--- src/rtl/pc_pkg.sv ---
// Shared definitions for the program-counter sequencer: redirect kinds, FSM
// states and the instruction step size.
package pc_pkg;

   localparam int PC_W = 16;

   localparam logic [1:0] RD_BRANCH = 2'b00;
   localparam logic [1:0] RD_JUMP   = 2'b01;
   localparam logic [1:0] RD_CALL   = 2'b10;
   localparam logic [1:0] RD_RETURN = 2'b11;

   localparam logic [PC_W-1:0] INSTR_BYTES = 16'd2;

   typedef enum logic [1:0] {
      ST_FETCH   = 2'd0,
      ST_DELIVER = 2'd1,
      ST_HALT    = 2'd2
   } state_e;

endpackage

--- src/rtl/return_stack.sv ---
// Circular return-address stack. A push onto a full stack overwrites the
// oldest entry and pulses overflow_o; a pop from an empty stack is ignored.
module return_stack
   import pc_pkg::*;
#(
   parameter int RAS_DEPTH = 4
) (
   input  logic            clk,
   input  logic            rst_n,
   input  logic            push_i,
   input  logic            pop_i,
   input  logic [PC_W-1:0] push_data_i,
   output logic [PC_W-1:0] top_o,
   output logic            empty_o,
   output logic            full_o,
   output logic            overflow_o
);

   localparam int PW = $clog2(RAS_DEPTH);
   localparam int CW = $clog2(RAS_DEPTH + 1);
   localparam logic [CW-1:0] DEPTH_C = CW'(RAS_DEPTH);

   logic [PW-1:0]   ptr_q;
   logic [PW-1:0]   wr_ptr;
   logic [CW-1:0]   cnt_q;
   logic [PC_W-1:0] mem_q [RAS_DEPTH];

   // ptr_q always indexes the most recent entry; the slot after it is the
   // oldest one once the stack is full, so wrapping overwrites it naturally.
   assign wr_ptr     = ptr_q + PW'(1);
   assign empty_o    = (cnt_q == '0);
   assign full_o     = (cnt_q == DEPTH_C);
   assign overflow_o = push_i && full_o;
   assign top_o      = mem_q[ptr_q];

   always_ff @(posedge clk or negedge rst_n) begin
      if (!rst_n) begin
         ptr_q <= '0;
         cnt_q <= '0;
      end else if (push_i) begin
         ptr_q <= wr_ptr;
         if (!full_o) cnt_q <= cnt_q + CW'(1);
      end else if (pop_i && !empty_o) begin
         ptr_q <= ptr_q - PW'(1);
         cnt_q <= cnt_q - CW'(1);
      end
   end

   always_ff @(posedge clk) begin
      if (push_i) mem_q[wr_ptr] <= push_data_i;
   end

endmodule

--- src/rtl/pc_sequencer.sv ---
// Program-counter sequencer: fetches over req/ack, hands instructions to
// decode over valid/ready, and applies branch/jump/call/return redirects.
module pc_sequencer
   import pc_pkg::*;
#(
   parameter logic [15:0] RESET_PC  = 16'h0000,
   parameter int          RAS_DEPTH = 4
) (
   input  logic        clk,
   input  logic        rst_n,
   output logic        imem_req,
   output logic [15:0] imem_addr,
   input  logic        imem_ack,
   input  logic [15:0] imem_data,
   output logic        instr_valid,
   output logic [15:0] instr,
   output logic [15:0] instr_pc,
   input  logic        instr_ready,
   input  logic        redirect,
   input  logic [1:0]  redirect_kind,
   input  logic [15:0] redirect_base,
   input  logic [15:0] redirect_target,
   input  logic        halt,
   output logic        halted,
   output logic        ras_overflow,
   output logic        ras_underflow
);

   state_e          state_q;
   logic [PC_W-1:0] pc_q;
   logic [PC_W-1:0] addr_q;
   logic [PC_W-1:0] instr_q;
   logic [PC_W-1:0] instr_pc_q;
   logic            squash_q;
   logic            req_q;
   logic            valid_q;
   logic            halted_q;
   logic            ovf_q;
   logic            unf_q;

   logic            fetch_ack;
   logic            is_call;
   logic            is_return;
   logic            ras_pop;
   logic            rs_empty;
   logic            rs_overflow;
   logic            rs_full_unused;
   logic [PC_W-1:0] rs_top;
   logic [PC_W-1:0] target;
   logic [PC_W-1:0] deliver_pc;

   // An ack only counts against a request we are actually presenting; this
   // also discards an ack that belonged to a fetch cut short by reset.
   assign fetch_ack  = (state_q == ST_FETCH) && req_q && imem_ack;
   assign is_call    = redirect && (redirect_kind == RD_CALL);
   assign is_return  = redirect && (redirect_kind == RD_RETURN);
   assign ras_pop    = is_return && !rs_empty;
   assign deliver_pc = redirect ? target : pc_q + INSTR_BYTES;

   return_stack #(
      .RAS_DEPTH (RAS_DEPTH)
   ) u_ras (
      .clk         (clk),
      .rst_n       (rst_n),
      .push_i      (is_call),
      .pop_i       (ras_pop),
      .push_data_i (redirect_base + INSTR_BYTES),
      .top_o       (rs_top),
      .empty_o     (rs_empty),
      .full_o      (rs_full_unused),
      .overflow_o  (rs_overflow)
   );

   always_comb begin
      target = '0;
      unique case (redirect_kind)
         RD_BRANCH: target = redirect_base + INSTR_BYTES
                             + {redirect_target[PC_W-2:0], 1'b0};
         RD_JUMP,
         RD_CALL:   target = redirect_target;
         default:   target = rs_empty ? RESET_PC : rs_top;
      endcase
      target[0] = 1'b0;
   end

   always_ff @(posedge clk or negedge rst_n) begin
      if (!rst_n) begin
         state_q    <= ST_FETCH;
         pc_q       <= RESET_PC;
         addr_q     <= RESET_PC;
         squash_q   <= 1'b0;
         req_q      <= 1'b0;
         valid_q    <= 1'b0;
         instr_q    <= '0;
         instr_pc_q <= '0;
         halted_q   <= 1'b0;
         ovf_q      <= 1'b0;
         unf_q      <= 1'b0;
      end else begin
         if (rs_overflow)           ovf_q <= 1'b1;
         if (is_return && rs_empty) unf_q <= 1'b1;

         unique case (state_q)
            ST_FETCH: begin
               if (fetch_ack) begin
                  if (redirect) begin
                     pc_q     <= target;
                     addr_q   <= target;
                     squash_q <= 1'b0;
                     if (halt) begin
                        state_q  <= ST_HALT;
                        req_q    <= 1'b0;
                        halted_q <= 1'b1;
                     end
                  end else if (squash_q) begin
                     // Stale data from before the redirect: reissue at the new PC.
                     squash_q <= 1'b0;
                     addr_q   <= pc_q;
                  end else begin
                     instr_q    <= imem_data;
                     instr_pc_q <= pc_q;
                     state_q    <= ST_DELIVER;
                     req_q      <= 1'b0;
                     valid_q    <= 1'b1;
                  end
               end else begin
                  req_q <= 1'b1;
                  if (redirect) begin
                     pc_q <= target;
                     // An outstanding request must finish at its old address.
                     if (req_q) squash_q <= 1'b1;
                     else       addr_q   <= target;
                  end
               end
            end

            ST_DELIVER: begin
               // A redirect consumes the instruction even without ready.
               if (redirect || instr_ready) begin
                  pc_q    <= deliver_pc;
                  addr_q  <= deliver_pc;
                  valid_q <= 1'b0;
                  if (halt) begin
                     state_q  <= ST_HALT;
                     halted_q <= 1'b1;
                  end else begin
                     state_q <= ST_FETCH;
                     req_q   <= 1'b1;
                  end
               end
            end

            ST_HALT: begin
               if (redirect) begin
                  pc_q   <= target;
                  addr_q <= target;
               end
               if (!halt) begin
                  state_q  <= ST_FETCH;
                  req_q    <= 1'b1;
                  halted_q <= 1'b0;
               end
            end

            default: begin
               state_q  <= ST_FETCH;
               req_q    <= 1'b1;
               valid_q  <= 1'b0;
               halted_q <= 1'b0;
               squash_q <= 1'b0;
               addr_q   <= pc_q;
            end
         endcase
      end
   end

   assign imem_req      = req_q;
   assign imem_addr     = addr_q;
   assign instr_valid   = valid_q;
   assign instr         = instr_q;
   assign instr_pc      = instr_pc_q;
   assign halted        = halted_q;
   assign ras_overflow  = ovf_q;
   assign ras_underflow = unf_q;

endmodule

--- config.mk ---
export PLATFORM = sky130hd
export DESIGN_NAME = pc_sequencer
export DESIGN_NICKNAME = d
export VERILOG_FILES = /design/src/rtl/pc_pkg.sv /design/src/rtl/return_stack.sv /design/src/rtl/pc_sequencer.sv
export SDC_FILE = /design/constraint.sdc
export NUM_CORES = 1
export LEC_CHECK = 0
export ABC_CLOCK_PERIOD_IN_PS = 3100
export BUFFER_PORTS_ARGS = -buffer_cell sky130_fd_sc_hd__buf_2
export CAP_MARGIN = 15
export CORE_MARGIN = 3
export CORE_UTILIZATION = 59
export CTS_CLUSTER_DIAMETER = 30
export CTS_CLUSTER_SIZE = 25
export DETAILED_ROUTE_END_ITERATION = 6
export GPL_TIMING_DRIVEN = 1
export PLACE_DENSITY = 0.77
export SKIP_CTS_REPAIR_TIMING = 1
export SYNTH_ARGS = -nofsm -noshare
export SYNTH_HDL_FRONTEND = slang
export SYNTH_HIERARCHICAL = 1
export SYNTH_SLANG_ARGS = --single-unit
export TNS_END_PERCENT = 5
--- constraint.sdc ---
create_clock -name clk -period 3.1 [get_ports clk]
set_input_delay 0 -clock clk [delete_from_list [all_inputs] [get_ports clk]]
set_output_delay 0 -clock clk [all_outputs]
set_load 0.01 [all_outputs]
* Yosys cells after proc, flatten, opt, wreduce, memory -nomap -nowiden
Memories as Yosys holds them, arrays and structs flattened.
Index checks and enable logic that the tools add are counted.
** Operators by class
- $add $sub $neg :: 7
- Multipliers :: 0
- Divide/modulo/power cells :: 0
- Order comparisons :: 0
- Eq/ne operators :: 23
- Shift operators :: 0
- Muxes and demuxes :: 49
- Bitwise gates (word level) :: 4
- Reduce and logical (&&, ||, !) cells :: 27
** Operator list (count)
- 2-to-1 mux 16 bit :: 9
- case mux 16 bit (2 select lines) :: 2
- case mux 16 bit (3 select lines) :: 1
- adder 16 x 2 -> 16 bit, second input constant :: 2
- 2-to-1 mux 1 bit :: 20
- 2-to-1 mux 2 bit :: 9
- != test 3 bit, second input constant :: 6
- adder 16 bit :: 1
- != test 2 bit, second input constant :: 8
- AND reduction 5 bit :: 3
- 2-to-1 mux 3 bit :: 3
- case mux 1 bit (3 select lines) :: 3
- AND reduction 3 bit :: 3
- logical AND 1 bit :: 8
- != test 4 bit, second input constant :: 2
- AND reduction 4 bit :: 2
- equality test 2 bit, second input constant :: 3
- case mux 2 bit (3 select lines) :: 1
- OR reduction 2 bit :: 3
- equality test 2 x 1 -> 1 bit, second input constant :: 2
- logical NOT 2 bit :: 2
- inverter 1 bit :: 4
- nonzero test 2 bit :: 2
- adder 3 x 1 -> 3 bit, second input constant :: 1
- 10 further kinds :: 10
** Word-level totals
- Register bits after elaboration :: 77
- Bits in latches :: 0
- RAM bits :: 64
- Bits in read-only memories :: 0
- Bits of input ports :: 56
- Word-level logic and storage cells :: 124
- Memories kept :: 1
** Memory list
- u_ras.mem_q :: words 4, width 16, rd ports 1, clocked after memory_dff 0, wr ports 1, line return_stack.sv:26 : logic [PC_W-1:0] mem_q [RAS_DEPTH];

* Logic depth before layout (Yosys ltp)
- Depth in word-level cells :: 7
- Gate-level depth with buffers :: 13

* Modules after synthesis
The synthesis kept the hierarchy.
** By module, submodules not included
- pc_sequencer :: times used 1, cells each 621, area each 5382.7 um^2
- return_stack :: times used 1, cells each 128, area each 2747.6 um^2

* Least setup slack after synthesis
No wires, ideal clock.
- Kind :: input -> register
- From :: input port redirect_base[1]
- To :: register addr_q[14] (netlist: imem_addr[14])
- Arrival :: 2.437 ns
- Path slack :: 0.534 ns
- Stages on the path :: 12
- Cells stage by stage :: ha_1 > nand4_1 > nor2_1 > xor2_1 > ha_1 > clkbuf_1 > a21oi_1 > o21ai_0 > or3_1 > o221a_2 > a2111oi_2 > nor2_1
** Between the ends
- Longest elaborated chain between the ends :: 7
- Elaborated cells on any way between the ends :: 11
- Classes of those cells :: 2 x add/sub; 9 x mux
** RTL lines
- from (decl) :: line pc_sequencer.sv:21 : input logic [15:0] redirect_base,
- adder 16 x 2 -> 16 bit (*) :: line pc_sequencer.sv:77 : RD_BRANCH: target = redirect_base + INSTR_BYTES
- adder 16 bit (*) :: line pc_sequencer.sv:78 : + {redirect_target[PC_W-2:0], 1'b0};
- case mux 16 bit (2 select lines) (*) :: line pc_sequencer.sv:76 : unique case (redirect_kind)
- 2-to-1 mux 16 bit :: line pc_sequencer.sv:131 : if (req_q) squash_q <= 1'b1;
- 2-to-1 mux 16 bit :: line pc_sequencer.sv:128 : if (redirect) begin
- 2-to-1 mux 16 bit :: line pc_sequencer.sv:105 : if (fetch_ack) begin
- case mux 16 bit (3 select lines) (*) :: line pc_sequencer.sv:103 : unique case (state_q)
- to (signal assigned) :: line pc_sequencer.sv:108 : addr_q <= target;
- to (signal assigned) :: line pc_sequencer.sv:132 : else addr_q <= target;
- to (signal assigned) :: line pc_sequencer.sv:141 : addr_q <= deliver_pc;
- to (decl) :: line pc_sequencer.sv:31 : logic [PC_W-1:0] addr_q;
Every way passes the cells marked *; elsewhere a longest branch is shown, timed or not. The select of a mux whose other input is x is not followed.
A chain may end at the register's enable or synchronous reset.

* Final worst setup path
- From :: register state_q[0]
- To :: register addr_q[13] (netlist: imem_addr[13])
** Between the ends
- Longest elaborated chain between the ends :: 5
- Elaborated cells on any way between the ends :: 13
- Classes of those cells :: 7 x eq/ne; 2 x mux; 4 x reduce/logical
** RTL lines
- from (decl) :: line pc_sequencer.sv:29 : state_e state_q;
- from (signal assigned) :: line pc_sequencer.sv:88 : state_q <= ST_FETCH;
- from (signal assigned) :: line pc_sequencer.sv:111 : state_q <= ST_HALT;
- from (signal assigned) :: line pc_sequencer.sv:122 : state_q <= ST_DELIVER;
- logical NOT 2 bit :: line pc_sequencer.sv:54, pc_sequencer.sv:103
- logical AND 1 bit (2 in series) :: line pc_sequencer.sv:54 : assign fetch_ack = (state_q == ST_FETCH) && req_q && imem_ack;
- != test 3 bit (no line) or 2-to-1 mux 16 bit (tied branches)
- AND reduction 5 bit (no line) or case mux 16 bit (3 select lines) (tied branches)
- to (signal assigned) :: line pc_sequencer.sv:108
- to (signal assigned) :: line pc_sequencer.sv:118 : addr_q <= pc_q;
- to (signal assigned) :: line pc_sequencer.sv:132
Parallel ways exist; a longest one is shown, timed or not.

==> flow_summary.toml <==
[global_route]
grt_pass1_vias = 6289
grt_overflow = 0
antenna_found_initial = 0
grt_pass1_wl_mm = 33.23
grt_max_degree = 78
grtUsageTotal = 0.2918

[detailed_routing]
wl_mm = 21.60
vias = 6620
via_per_inst = 6.353
drtIter0Drc = 711
remaining_drc_errors = 0
routedWlPerCell_microns = 20.73
drtAntennaViolNets = 0
dr.pass1.iters = 6

[cells_and_area]
num-fill-cells = 949
syn2layout_area_growth_pct = 18.16
layout.nets = 945
utilization = 0.7292
drive_gt1_frac = 0.2471
diodes = 0

[sta]
tns_ns = 0
hold_viol = 0
rsz0062_at_grt = "false"
fin_skew_ns = 0.01004
fmax_mhz = 366.2
setup_viol = 0
period_needed_ns = 2.731
min_period_over_period = 0.8810
fin_ws_ns = 0.3690
slew_headroom = 0.3544
maxSlewViolCount = 0
worst_slew_pin_slew_ns = 0.9684

[synth]
synthesis.nets = 831
ys_warn_count = 6
syn_avg_cell_area_sq_um = 10.74
netlist_instances = 743
synthesis.area_sq_um = 7978

[clock_network]
clk_pin_slew_ns = 0.06
clk_latency_ns = 0.43
clock_path_buffers = 2
cts_tree = "done"
cts.sinks = 137
htreeDepth = 4
cts_buffers = 17
root_buffer = "clkbuf_16"

[flow_run]
drv_cap = 0

[pwr]
p_sw_mw = 3.315
p_sw_frac = 0.3881
pwr-share-seq = 0.347
power_density_nw_per_um2 = 906.1
intPower_mw = 5.226
combPwrFrac = 0.411
totalPowerFinal_mw = 8.541
ir_drop_v = 0.0005985
power.share.clock = 0.243
leakagePower_nw = 3.919

[worst_setup_path]
critPathLaunch = "state_q[0]$_DFFE_PN0P_"
worstPathArrival_ns = 3.02
crit_buf_inv = 1
max_stage_delay_ns = 0.48
cp_slowest_cell = "a21oi_1"
critPathCaptureType = "register"
cp.required_ns = 3.39
r2r_start = "state_q[0]$_DFFE_PN0P_"
path_delay_family = "compound AO/OA/AOI/OAI gates"
path_max_fanout = 13
crit_type = "reg2reg"
path_cells = "inv_1, ha_1, nand4b_1, a21oi_1, o2bb2ai_1, a2111oi_0, a31oi_1"
cp-start-kind = "register"

[die]
die_y_microns = 122.3
ioPinCount = 109
die_w_microns = 122.3
num_rows = 41
start_util = 0.6171
core_area_sq_um = 12930
die-area_sq_um = 14950

[placement]
port_buffers = 107
gp_congestion = 0.9164
post-dp-hpwl_mm = 15.13
preCtsSetupSlack_ns = 0.05459

[worst_hold_path]
hold_start = "redirect_base[12]"
holdCritPathClass = "in2reg"

[run_status]
status = "complete, no violations"
## cell usage in the layout (no fill, tap or decap), drive strengths merged, types with 4 or more instances in the layout
cell type and n:
nand2 63, buf 126, edfxtp 60, nor2b 5
mux2i 8, and2 12, dlygate4sd3 20, a221oi 4
o221ai 4, or3 10, a21oi 53, and3 4
o22ai 10, nand4 13, nand3 27, a21o 11
xor2 7, dfrtp 77, xnor2 17, clkinv 7
o21ai 52, o31ai 4, nor3 17, a31oi 7
a22oi 8, a2111oi 6, mux4 15, mux2 36
a211oi 5, ha 30, nor2 42, nand2b 9
a22o 4, inv 18, a221o 4, clkbuf 18
## layout make-up
| type | instances | area [sq um] | area share |
|---|---|---|---|
| clock buffer | 18 | 429.2 | 0.04553 |
| sequential | 137 | 3729 | 0.3955 |
| clock inverter | 14 | 172.7 | 0.01832 |
| tap | 172 | 215.2 | 0.02283 |
| timing repair buffer | 146 | 880.8 | 0.09344 |
| multi-input combinational | 539 | 3940 | 0.4180 |
| inverter | 16 | 60.06 | 0.006371 |
## power by group through the flow
stage / sequential [mW] / clock, mW / combinational (mW)
after floorplan: 2.88 / 0 / 2.42
after global placement: 2.93 / 0 / 3.32
after detailed placement: 2.97 / 0 / 3.41
after CTS: 2.94 / 2.09 / 3.44
after global routing: 3.03 / 2.18 / 3.83
final: 2.96 / 2.07 / 3.51
## per-layer routing
| layer | track usage | vias to the layer above | wire [microns] |
|---|---|---|---|
| met4 | 0.1085 | 0 | 529 |
| met5 | 0 | - | 0 |
| met3 | 0.07097 | 42 | 1566 |
| met1 | 0.3825 | 3212 | 8841 |
| met2 | 0.4741 | 323 | 10660 |
| li1 | - | 3043 | - |
## worst reg2reg max path: cells and delay by family, from the launching register on
kind / cells / cell delay [ns]
AO/OA/AOI/OAI: 4 / 1.14
adder cells (fa/ha/maj): 1 / 0.43
buffers and inverters: 1 / 0.13
flip-flops: 1 / 0.45
AND/OR/NAND/NOR: 1 / 0.46
## registers in the layout, summed over array words and instances (netlist names)
signal	flops
instr	16
instr_valid	1
halted	1
instr_pc	16
u_ras/ptr_q	2
ras_overflow	1
u_ras/mem_q	60
imem_req	1
state_q	2
u_ras/cnt_q	3
ras_underflow	1
imem_addr	16
pc_q	16
squash_q	1
## path summary, 6_finish.rpt
| path | endpoint | slack [ns] | cells after the start |
|---|---|---|---|
| max | imem_addr[13]$_DFFE_PN0P_ | 0.37 | 7 |
| min in group asynchronous | state_q[1]$_DFFE_PN0P_ | 0.26 | 2 |
| min | u_ras/mem_q[2][12]$_DFFE_PP_ | 0.005 | 2 |
| min reg2reg | ras_overflow$_DFFE_PN0P_ | 0.46 | 1 |
| max reg2reg | imem_addr[13]$_DFFE_PN0P_ | 0.37 | 7 |
| max in group asynchronous | instr_valid$_DFFE_PN0P_ | 2.20 | 2 |
## stage by stage
| stage | hold slack, ns | std cells | area [sq um] |
|---|---|---|---|
| after global routing | 0.01349 | 1042 | 9427 |
| after floorplan | -0.2956 | 743 | 7978 |
| after CTS | -0.2303 | 1022 | 9226 |
| after detailed placement | 0.2174 | 990 | 8625 |
| final | 0.004538 | 1042 | 9427 |
| after global placement | 0.2031 | 990 | 8625 |
No activity file was read; power rests on OpenSTA's default activity.
